<file path="src/rtl/axi_wr_chan_scheduler_pkg.sv">
// Shared types and helpers for the AXI write-channel scheduler: AW FSM state
// encoding and a constant-evaluable clog2 used for port and counter widths.
package axi_wr_chan_scheduler_pkg;

  typedef enum logic {
    AW_IDLE = 1'b0,
    AW_HOLD = 1'b1
  } aw_state_e;

  // Smallest width able to index 'value' distinct items (clog2(1) = 0).
  function automatic int clog2(input int value);
    int r;
    r = 0;
    for (int v = value - 1; v > 0; v = v >> 1) r++;
    return r;
  endfunction

endpackage

</file>
<file path="src/rtl/axi_wr_order_fifo.sv">
// Register FIFO holding one-hot AW grants in issue order; the head selects the
// master whose W burst is currently allowed through the W mux.
module axi_wr_order_fifo
  import axi_wr_chan_scheduler_pkg::*;
#(
  parameter int WIDTH = 2,
  parameter int DEPTH = 4,
  localparam int PTR_W = clog2(DEPTH),
  localparam int CNT_W = clog2(DEPTH + 1)
) (
  input  logic             clk,
  input  logic             rst_n,
  input  logic             push,
  input  logic [WIDTH-1:0] push_data,
  input  logic             pop,
  output logic [WIDTH-1:0] head,
  output logic [CNT_W-1:0] count
);

  logic [WIDTH-1:0] mem [DEPTH];
  logic [PTR_W-1:0] wr_ptr;
  logic [PTR_W-1:0] rd_ptr;
  logic [CNT_W-1:0] count_q;

  // NOTE: the storage array has no reset; an empty FIFO masks the head to 0,
  // so stale contents are never visible and the array stays plain flops/RAM.
  always_ff @(posedge clk) begin
    if (push) mem[wr_ptr] <= push_data;
  end

  always_ff @(posedge clk or negedge rst_n) begin
    if (!rst_n) begin
      wr_ptr  <= '0;
      rd_ptr  <= '0;
      count_q <= '0;
    end else begin
      if (push) wr_ptr <= wr_ptr + 1'b1;
      if (pop)  rd_ptr <= rd_ptr + 1'b1;
      if (push && !pop)      count_q <= count_q + 1'b1;
      else if (pop && !push) count_q <= count_q - 1'b1;
    end
  end

  assign head  = (count_q != '0) ? mem[rd_ptr] : '0;
  assign count = count_q;

endmodule

</file>
<file path="src/rtl/axi_wr_chan_scheduler.sv">
// Write-path sequencer for an N:1 AXI crossbar slave port: round-robin AW grant,
// issue-ordered W mux select, and an outstanding-write limiter with B monitoring.
module axi_wr_chan_scheduler
  import axi_wr_chan_scheduler_pkg::*;
#(
  parameter int AXI_MASTER_PORT = 2,
  parameter int MAX_OUTSTANDING = 8,
  parameter int WORDER_DEPTH    = 4,
  localparam int OUT_W = clog2(MAX_OUTSTANDING + 1)
) (
  input  logic                       ACLK,
  input  logic                       ARESETN,
  input  logic [AXI_MASTER_PORT-1:0] S_AXI_AWVALID_i,
  input  logic                       M_AXI_AWREADY,
  input  logic [AXI_MASTER_PORT-1:0] S_AXI_WVALID_i,
  input  logic [AXI_MASTER_PORT-1:0] S_AXI_WLAST_i,
  input  logic                       M_AXI_WREADY,
  input  logic                       M_AXI_BVALID,
  input  logic                       M_AXI_BREADY,
  output logic [AXI_MASTER_PORT-1:0] aw_gnt_o,
  output logic [AXI_MASTER_PORT-1:0] w_gnt_o,
  output logic [OUT_W-1:0]           outstanding_o,
  output logic                       protocol_err_o
);

  localparam int N     = AXI_MASTER_PORT;
  localparam int PTR_W = clog2(N);
  localparam int Q_W   = clog2(WORDER_DEPTH + 1);
  localparam logic [OUT_W-1:0] OUT_MAX = OUT_W'(MAX_OUTSTANDING);
  localparam logic [Q_W-1:0]   Q_FULL  = Q_W'(WORDER_DEPTH);

  aw_state_e        state_q, state_d;
  logic [N-1:0]     aw_gnt_q, aw_gnt_d;
  logic [PTR_W-1:0] win_idx_q, win_idx_d;
  logic [PTR_W-1:0] rr_ptr_q, rr_ptr_d;
  logic [OUT_W-1:0] outstanding_q;
  logic             protocol_err_q;
  logic [N-1:0]     w_head;
  logic [Q_W-1:0]   queue_count;
  logic [N-1:0]     req_rot;
  logic [PTR_W-1:0] rr_win;
  logic             win_found;
  logic             can_grant, aw_hs, w_pop, b_hs;

  function automatic logic [PTR_W-1:0] wrap_idx(input int idx);
    return PTR_W'((idx >= N) ? idx - N : idx);
  endfunction

  // Requests rotated so the pointer position sits at bit 0; first set bit wins.
  always_comb begin
    req_rot   = N'({S_AXI_AWVALID_i, S_AXI_AWVALID_i} >> rr_ptr_q);
    win_found = 1'b0;
    rr_win    = rr_ptr_q;
    for (int i = 0; i < N; i++) begin
      if (!win_found && req_rot[i]) begin
        win_found = 1'b1;
        rr_win    = wrap_idx(int'(rr_ptr_q) + i);
      end
    end
  end

  assign can_grant = (|S_AXI_AWVALID_i) && (queue_count < Q_FULL) && (outstanding_q < OUT_MAX);
  assign aw_hs     = (state_q == AW_HOLD) && (|(aw_gnt_q & S_AXI_AWVALID_i)) && M_AXI_AWREADY;
  assign w_pop     = (|(w_head & S_AXI_WVALID_i & S_AXI_WLAST_i)) && M_AXI_WREADY;
  assign b_hs      = M_AXI_BVALID && M_AXI_BREADY;

  // NOTE: every variable gets its hold value first, so no branch can leave one
  // unassigned and no latch is inferred.
  always_comb begin
    state_d   = state_q;
    aw_gnt_d  = aw_gnt_q;
    win_idx_d = win_idx_q;
    rr_ptr_d  = rr_ptr_q;
    case (state_q)
      AW_IDLE: begin
        if (can_grant) begin
          aw_gnt_d  = N'(1) << rr_win;
          win_idx_d = rr_win;
          state_d   = AW_HOLD;
        end
      end
      AW_HOLD: begin
        if (aw_hs) begin
          aw_gnt_d = '0;
          rr_ptr_d = wrap_idx(int'(win_idx_q) + 1);
          state_d  = AW_IDLE;
        end
      end
      default: state_d = AW_IDLE;
    endcase
  end

  // NOTE: state registers use non-blocking assignments so every flop samples
  // pre-edge values regardless of statement order.
  always_ff @(posedge ACLK or negedge ARESETN) begin
    if (!ARESETN) begin
      state_q   <= AW_IDLE;
      aw_gnt_q  <= '0;
      win_idx_q <= '0;
      rr_ptr_q  <= '0;
    end else begin
      state_q   <= state_d;
      aw_gnt_q  <= aw_gnt_d;
      win_idx_q <= win_idx_d;
      rr_ptr_q  <= rr_ptr_d;
    end
  end

  // The cap is enforced at grant, so a completing AW_HOLD can never overflow.
  always_ff @(posedge ACLK or negedge ARESETN) begin
    if (!ARESETN) begin
      outstanding_q  <= '0;
      protocol_err_q <= 1'b0;
    end else begin
      if (aw_hs && !b_hs) outstanding_q <= outstanding_q + 1'b1;
      else if (b_hs && !aw_hs && outstanding_q != '0) outstanding_q <= outstanding_q - 1'b1;
      if (b_hs && outstanding_q == '0) protocol_err_q <= 1'b1;
    end
  end

  axi_wr_order_fifo #(
    .WIDTH (N),
    .DEPTH (WORDER_DEPTH)
  ) u_order_fifo (
    .clk       (ACLK),
    .rst_n     (ARESETN),
    .push      (aw_hs),
    .push_data (aw_gnt_q),
    .pop       (w_pop),
    .head      (w_head),
    .count     (queue_count)
  );

  assign aw_gnt_o       = aw_gnt_q;
  assign w_gnt_o        = w_head;
  assign outstanding_o  = outstanding_q;
  assign protocol_err_o = protocol_err_q;

endmodule

</file>
<file path="config.mk">
export PLATFORM = sky130hd
export DESIGN_NAME = axi_wr_chan_scheduler
export DESIGN_NICKNAME = d
export VERILOG_FILES = /design/src/rtl/axi_wr_chan_scheduler_pkg.sv /design/src/rtl/axi_wr_order_fifo.sv /design/src/rtl/axi_wr_chan_scheduler.sv
export SDC_FILE = /design/constraint.sdc
export NUM_CORES = 1
export LEC_CHECK = 0
export CAP_MARGIN = 20
export CELL_PAD_IN_SITES_DETAIL_PLACEMENT = 0
export CELL_PAD_IN_SITES_GLOBAL_PLACEMENT = 2
export CORE_AREA = 2 2 63 65
export CTS_BUF_LIST = sky130_fd_sc_hd__clkbuf_4
export CTS_CLUSTER_SIZE = 14
export DETAILED_ROUTE_END_ITERATION = 16
export DIE_AREA = 0 0 65 67
export GPL_TIMING_DRIVEN = 0
export PLACE_DENSITY_LB_ADDON = 0.1
export SLEW_MARGIN = 20
export SYNTH_ARGS = -nofsm -noshare
export SYNTH_HDL_FRONTEND = slang
export SYNTH_SLANG_ARGS = --single-unit
export TNS_END_PERCENT = 100
</file>
<file path="constraint.sdc">
create_clock -name ACLK -period 2.6 [get_ports ACLK]
set_input_delay 0.65 -clock ACLK [delete_from_list [all_inputs] [get_ports ACLK]]
set_output_delay 0.65 -clock ACLK [all_outputs]
set_load 0.005 [all_outputs]
</file>
Word level (Yosys, flattened, before mapping) --
Memory sizes are Yosys's and may differ from the RTL's. Index checks and enable logic that the tools add are counted.
Word-level totals: memories kept 1, logic and storage cells 81, memory bits (writable) 8, flip-flop bits (word level) 17, input port bits 12
Operators by class: muxes and demuxes 19, shift operators 2, $add $sub $neg 11, reductions and logical operators 28, eq/ne operators 2, magnitude comparators 5, bitwise gates (word level) 4
Memory list:
- u_order_fifo.mem | depth 4, bits a word 2, read ports 1, clocked after Yosys merged registers in 0, wr ports 1, RTL line axi_wr_order_fifo.sv:20 | logic [WIDTH-1:0] mem [DEPTH];
Operator list (count):
- $logic_and A1 B1 Y1 | 13
- $mux W1 | 10
- $mux W4 | 2
- $and A2 B2 Y2 | 3
- $mux W2 | 3
- $mux W3 | 2
- $reduce_and A2 Y1 | 3
- $reduce_or A2 Y1 | 3
- $add A1 B1 Y2 const B | 2
- $add A2 B1 Y2 const B | 2
- $add A4 B1 Y4 const B | 1
- $ge A2 B2 Y1 const B | 2
- $logic_not A1 Y1 | 4
- $logic_not A4 Y1 | 1
- $lt A4 B4 Y1 const B | 1
- $pmux W2 S2 | 1
- $reduce_bool A2 Y1 | 2
- $reduce_bool A4 Y1 | 1
- $shr A4 B1 Y2 | 1
- $sub A4 B1 Y4 const B | 1
- $add A3 B1 Y3 const B | 1
- $lt A3 B3 Y1 const B | 1
- $reduce_bool A3 Y1 | 1
- $sub A1 B1 Y1 const B | 3
- 7 further kinds | 7

Longest topological paths before layout --
depth after elaboration 9, mapped depth 11

Cells and area by module --
A second synthesis with hierarchy kept.
Second synthesis, totals: cell total of the unflattened synthesis 96, area, all modules 1234.9 um^2
By module, submodules not included:
- axi_wr_order_fifo | cells an instance 45, seq. area each 415.4 um^2, instances 1, area an instance 695.7 um^2
- axi_wr_chan_scheduler | cells an instance 51, seq. area each 250.2 um^2, instances 1, area an instance 539.3 um^2

Worst setup path before layout --
No wires, ideal clock.
kind register -> register, start register u_order_fifo.rd_ptr[1], end register u_order_fifo.count_q[1], in the netlist u_order_fifo.count[1], path buffers 1, cell stages (with the launch flop) 10, path slack 0.357 ns, arrival 2.119 ns, setup time 0.125 ns, cells stage by stage dfrtp_1 buf_4 mux2i_1 and2_1 a211o_2 a21o_1 ha_1 inv_1 fa_1 mux2_2
On the way: longest elaborated chain between the ends 9, elaborated cells between the ends (all ways) 11
RTL lines:
- from (decl) | RTL line axi_wr_order_fifo.sv:22 | logic [PTR_W-1:0] rd_ptr;
- from (signal assigned) | RTL line axi_wr_order_fifo.sv:38 | if (pop) rd_ptr <= rd_ptr + 1'b1;
- $mem_v2 Z4 W2 *
- $mux W2 * | RTL line axi_wr_order_fifo.sv:44 | assign head = (count_q != '0) ? mem[rd_ptr] : '0;
- $and A2 B2 Y2 * (2 in series) | RTL line axi_wr_chan_scheduler.sv:64 | assign w_pop = (|(w_head & S_AXI_WVALID_i & S_AXI_WLAST_i)) && M_AXI_WREADY;
- $reduce_or A2 Y1 * | RTL line axi_wr_chan_scheduler.sv:64
- $logic_and A1 B1 Y1 * | RTL line axi_wr_chan_scheduler.sv:64
- $logic_not A1 Y1 | RTL line axi_wr_order_fifo.sv:39 | if (push && !pop) count_q <= count_q + 1'b1;
- $logic_and A1 B1 Y1 | RTL line axi_wr_order_fifo.sv:39
- $mux W3 or $reduce_bool A2 Y1 (tied branches)
- to (signal assigned) | RTL line axi_wr_order_fifo.sv:39
- to (signal assigned) | RTL line axi_wr_order_fifo.sv:40 | else if (pop && !push) count_q <= count_q - 1'b1;
- to (decl) | RTL line axi_wr_order_fifo.sv:23 | logic [CNT_W-1:0] count_q;
Mark *: on every way between the ends. The rest lies on a longest branch, timed or not. A chain may end at the register's enable or synchronous reset.

Worst setup path after layout --
start register u_order_fifo.rd_ptr[0], end output port w_gnt_o[1]
On the way: longest elaborated chain between the ends 2
RTL lines:
- $mem_v2 Z4 W2
- $mux W2 | RTL line axi_wr_order_fifo.sv:44
- to (decl) | RTL line axi_wr_chan_scheduler.sv:21 | output logic [AXI_MASTER_PORT-1:0] w_gnt_o,
Every way passes these cells.

==> results.ini <==
[status]
status = completed

[cells_and_area]
final_layout_size_suffix_gt1_share_pct = 17.56
nNetsFinal = 153
areaGrowthSynthToFinish_pct = 23.69
layout.core_utilization_pct = 45.11
fillerInstances = 339
insertedDiodeCount = 0

[synth]
synthesis.area_um2 = 1315
synth-warning-count = 0
leading_cell_types_by_total_area_after_synthesis = sky130_fd_sc_hd__dfrtp_1, sky130_fd_sc_hd__edfxtp_1, sky130_fd_sc_hd__ha_1
post_synth_num_cell_types = 36
count_of_flip_flops_with_a_built_in_enable_after_synthesis = 8
sequential_share_of_the_synthesized_area_pct = 50.62
ys_top_cells_by_count = sky130_fd_sc_hd__dfrtp_1, sky130_fd_sc_hd__edfxtp_1, sky130_fd_sc_hd__ha_1, sky130_fd_sc_hd__inv_1, sky130_fd_sc_hd__nor2_1
synth_top_flop_cell = sky130_fd_sc_hd__dfrtp_1
syn_nets = 126
netlist.top_cell.by_area = sky130_fd_sc_hd__dfrtp_1
post-synth-top-count-cell = sky130_fd_sc_hd__dfrtp_1
synth_seq_cells = 25
synth_async_sr_flop_share_pct = 68.00
postSynthCellCount = 105
avg_synthesized_cell_area_um2 = 12.52
synth_largest_type_area_fraction_pct = 32.35

[clock_tree]
clock_sinks = 25
cts_made_buffers = 3
clock_tree.root_cell = sky130_fd_sc_hd__clkbuf_4
ctsHtreeMaxLevel = 1
clock_latency_on_the_worst_skew_pair_ps = 300
clk_pin_slew_worst_paths_ps = 130
tritoncts = done
max-clock-path-buffers = 2

[routing]
drc_errors = 0
detail_route.iter0.violations = 38
route.antenna.remaining_nets = 0
detailedRoute.firstPassIterationCount = 4
vias = 821
drt-total-wl_mm = 2.240
vias_per_cell = 4.587
avgRoutedWirePerCell_um = 12.51

[power_and_ir_drop]
design_power_total_mw = 1.609
power_switching_uw = 545.4
irDropWorstVdd_v = 0.0003517
seq_power_share_pct = 44.3
power-per-cell-area_nw_per_um2 = 989.5
cellLeakagePower_nw = 0.6512
power.combinational.fraction_pct = 44.8
p_sw_share_pct = 33.89
p_int_mw = 1.064
power.clock.fraction_pct = 11.0

[run]
drv_cap = 0

[sta]
pin_slew_with_the_least_headroom_to_its_limit_ps = 830.7
final.setup_skew_ps = 1.573
fmax_ghz = 0.3998
unrepaired_setup_endpoints_after_global_routing = true
worst_max_slew_margin_expressed_relative_to_the_limit_pct = 44.45
slew_violations = 0
final.period_utilization_pct = 96.20
finalWorstPathRequiredPeriod_ps = 2501
final_number_of_hold_violating_endpoints = 0
final-setup-viol-count = 0

[grt]
global_route_wire_length_before_repair_mm = 3.870
antenna_found_initial = 0
grt_remaining_overflow = 0
first_global_vias = 860
grt_max_degree = 18
grt_usage_pct = 11.65

[floorplan]
floorplan.core_area_um2 = 3606
die_width_um = 65
initial_utilization_pct = 36.47
chipHeight_um = 67
row_count = 22
die-area_um2 = 4355
top_level_ports = 21

[hold_path]
holdCritPathClass = reg2reg

[worst_setup_path]
data_required_time_at_the_worst_endpoint_ps = 1950
timing_worst_setup_path_type = reg2out
cpPeakStageDelay_ps = 530
worstPathArrival_ps = 1850
crit_slowest_cell = sky130_fd_sc_hd__mux4_2
maximum_fanout_along_the_worst_path = 4
end_kind = output pin
cp_cell_sequence = mux4_2, nor2b_1, clkdlybuf4s50_1
kind_of_start_point_of_the_critical_path = flip-flop
path_buf_inv = 1
path_delay_family = multiplexers

[place]
finalWeightedCongestion = 0.7389
port_buffers = 20
place_hpwl_mm = 1.772

[per-layer routing]
layer  track usage [%]  vias up  wire [µm]
met5                 0        -          0
met4             2.394        0          0
met3             2.703        0        101
met2             19.85       15       1040
met1             15.11      384       1098
li1                  -      422          -
[sequential cells by signal, summed over array words and instances (netlist names)]
| register | count |
|---|---|
| u_order_fifo.wr_ptr | 2 |
| protocol_err_o | 1 |
| win_idx_q | 1 |
| outstanding_o | 4 |
| aw_gnt_o | 2 |
| state_q | 1 |
| u_order_fifo.rd_ptr | 2 |
| u_order_fifo.count | 3 |
| u_order_fifo.mem | 8 |
| rr_ptr_q | 1 |
[what timing repair did]
action | CTS | global route
hold buffers | 0 | 0
endpoints found under the setup margin | 1 | 5
buffers inserted | 0 | 2
resized for setup | 1 | 4
pin swaps | 0 | 1
[cell families after synthesis]
family | after synthesis | synth area share (%)
and+or+nand+nor | 26 | 11.51
DFF | 25 | 50.62
AOI/OAI and AO/OA | 18 | 10.37
muxes | 10 | 9.039
adders and majority gates | 10 | 10.47
xor gates and xnor gates | 8 | 5.328
buffers and inverters | 8 | 2.664
[final timing paths]
| check | to | from | slack, ps | cells after the start |
|---|---|---|---|---|
| min reg2reg | rr_ptr_q$_DFFE_PN0P_ | win_idx_q$_DFFE_PN0P_ | 440 | 1 |
| min in group asynchronous | u_order_fifo.rd_ptr[1]$_DFFE_PN0P_ | ARESETN | 810 | 1 |
| max reg2reg | u_order_fifo.count[1]$_DFFE_PN0P_ | u_order_fifo.rd_ptr[1]$_DFFE_PN0P_ | 270 | 9 |
| max in group asynchronous | u_order_fifo.rd_ptr[0]$_DFFE_PN0P_ | ARESETN | 1230 | 1 |
| max | w_gnt_o[1] | u_order_fifo.rd_ptr[0]$_DFFE_PN0P_ | 100 | 3 |
| min | rr_ptr_q$_DFFE_PN0P_ | win_idx_q$_DFFE_PN0P_ | 440 | 1 |
[final cells by class]
type | instances | area (µm²) | share of cell area (%)
plain buffers | 2 | 15.01 | 0.9231
clock buffers | 4 | 30.03 | 1.846
inverters | 6 | 22.52 | 1.385
multi-input cells | 72 | 614.3 | 37.77
flip-flops and latches | 25 | 666.9 | 41.00
well taps | 48 | 60.06 | 3.692
repair buffers | 22 | 217.7 | 13.38
[power by group through the flow]
stage          registers (mW)  logic [mW]  clock network [mW]
2_1_floorplan           0.698       0.465                   0
3_3_place_gp            0.722       0.704                   0
3_5_place_dp            0.728       0.717                   0
4_1_cts                 0.720       0.722               0.189
5_1_grt                 0.741       0.815               0.207
6_report                0.712       0.721               0.176
[layout by cell type (no fill, tap or decap), types with 3 or more instances in the layout]
master                            netlist  routed
sky130_fd_sc_hd__dfrtp_1               17      16
sky130_fd_sc_hd__mux2_2                 5       5
sky130_fd_sc_hd__xor2_1                 3       3
sky130_fd_sc_hd__a22o_1                 3       3
sky130_fd_sc_hd__xnor2_1                5       5
sky130_fd_sc_hd__o21ai_0                4       4
sky130_fd_sc_hd__edfxtp_1               8       8
sky130_fd_sc_hd__nand2_1                4       4
sky130_fd_sc_hd__and2_1                 5       5
sky130_fd_sc_hd__clkbuf_4               0       4
sky130_fd_sc_hd__a21o_1                 3       3
sky130_fd_sc_hd__nor2_1                 6       6
sky130_fd_sc_hd__clkdlybuf4s50_1        0      19
sky130_fd_sc_hd__ha_1                   7       7
sky130_fd_sc_hd__mux2i_1                4       4
sky130_fd_sc_hd__inv_1                  6       5
sky130_fd_sc_hd__buf_4                  1       4
[through the flow]
| step | hold WS, ps | instance area [µm²] | worst slack, ps | instances | TNS, ps |
|---|---|---|---|---|---|
| 2_1_floorplan | 354.4 | 1315 | 356.6 | 105 | 0 |
| 3_3_place_gp | 425.5 | 1575 | -261.0 | 173 | -799.6 |
| 3_5_place_dp | 434.7 | 1575 | -283.7 | 173 | -851.1 |
| 4_1_cts | 451.5 | 1607 | 16.89 | 177 | 0 |
| 5_1_grt | 466.9 | 1627 | -46.56 | 179 | -46.56 |
| 6_report | 443.7 | 1627 | 98.88 | 179 | 0 |
Power figures use the tool's default switching activity.
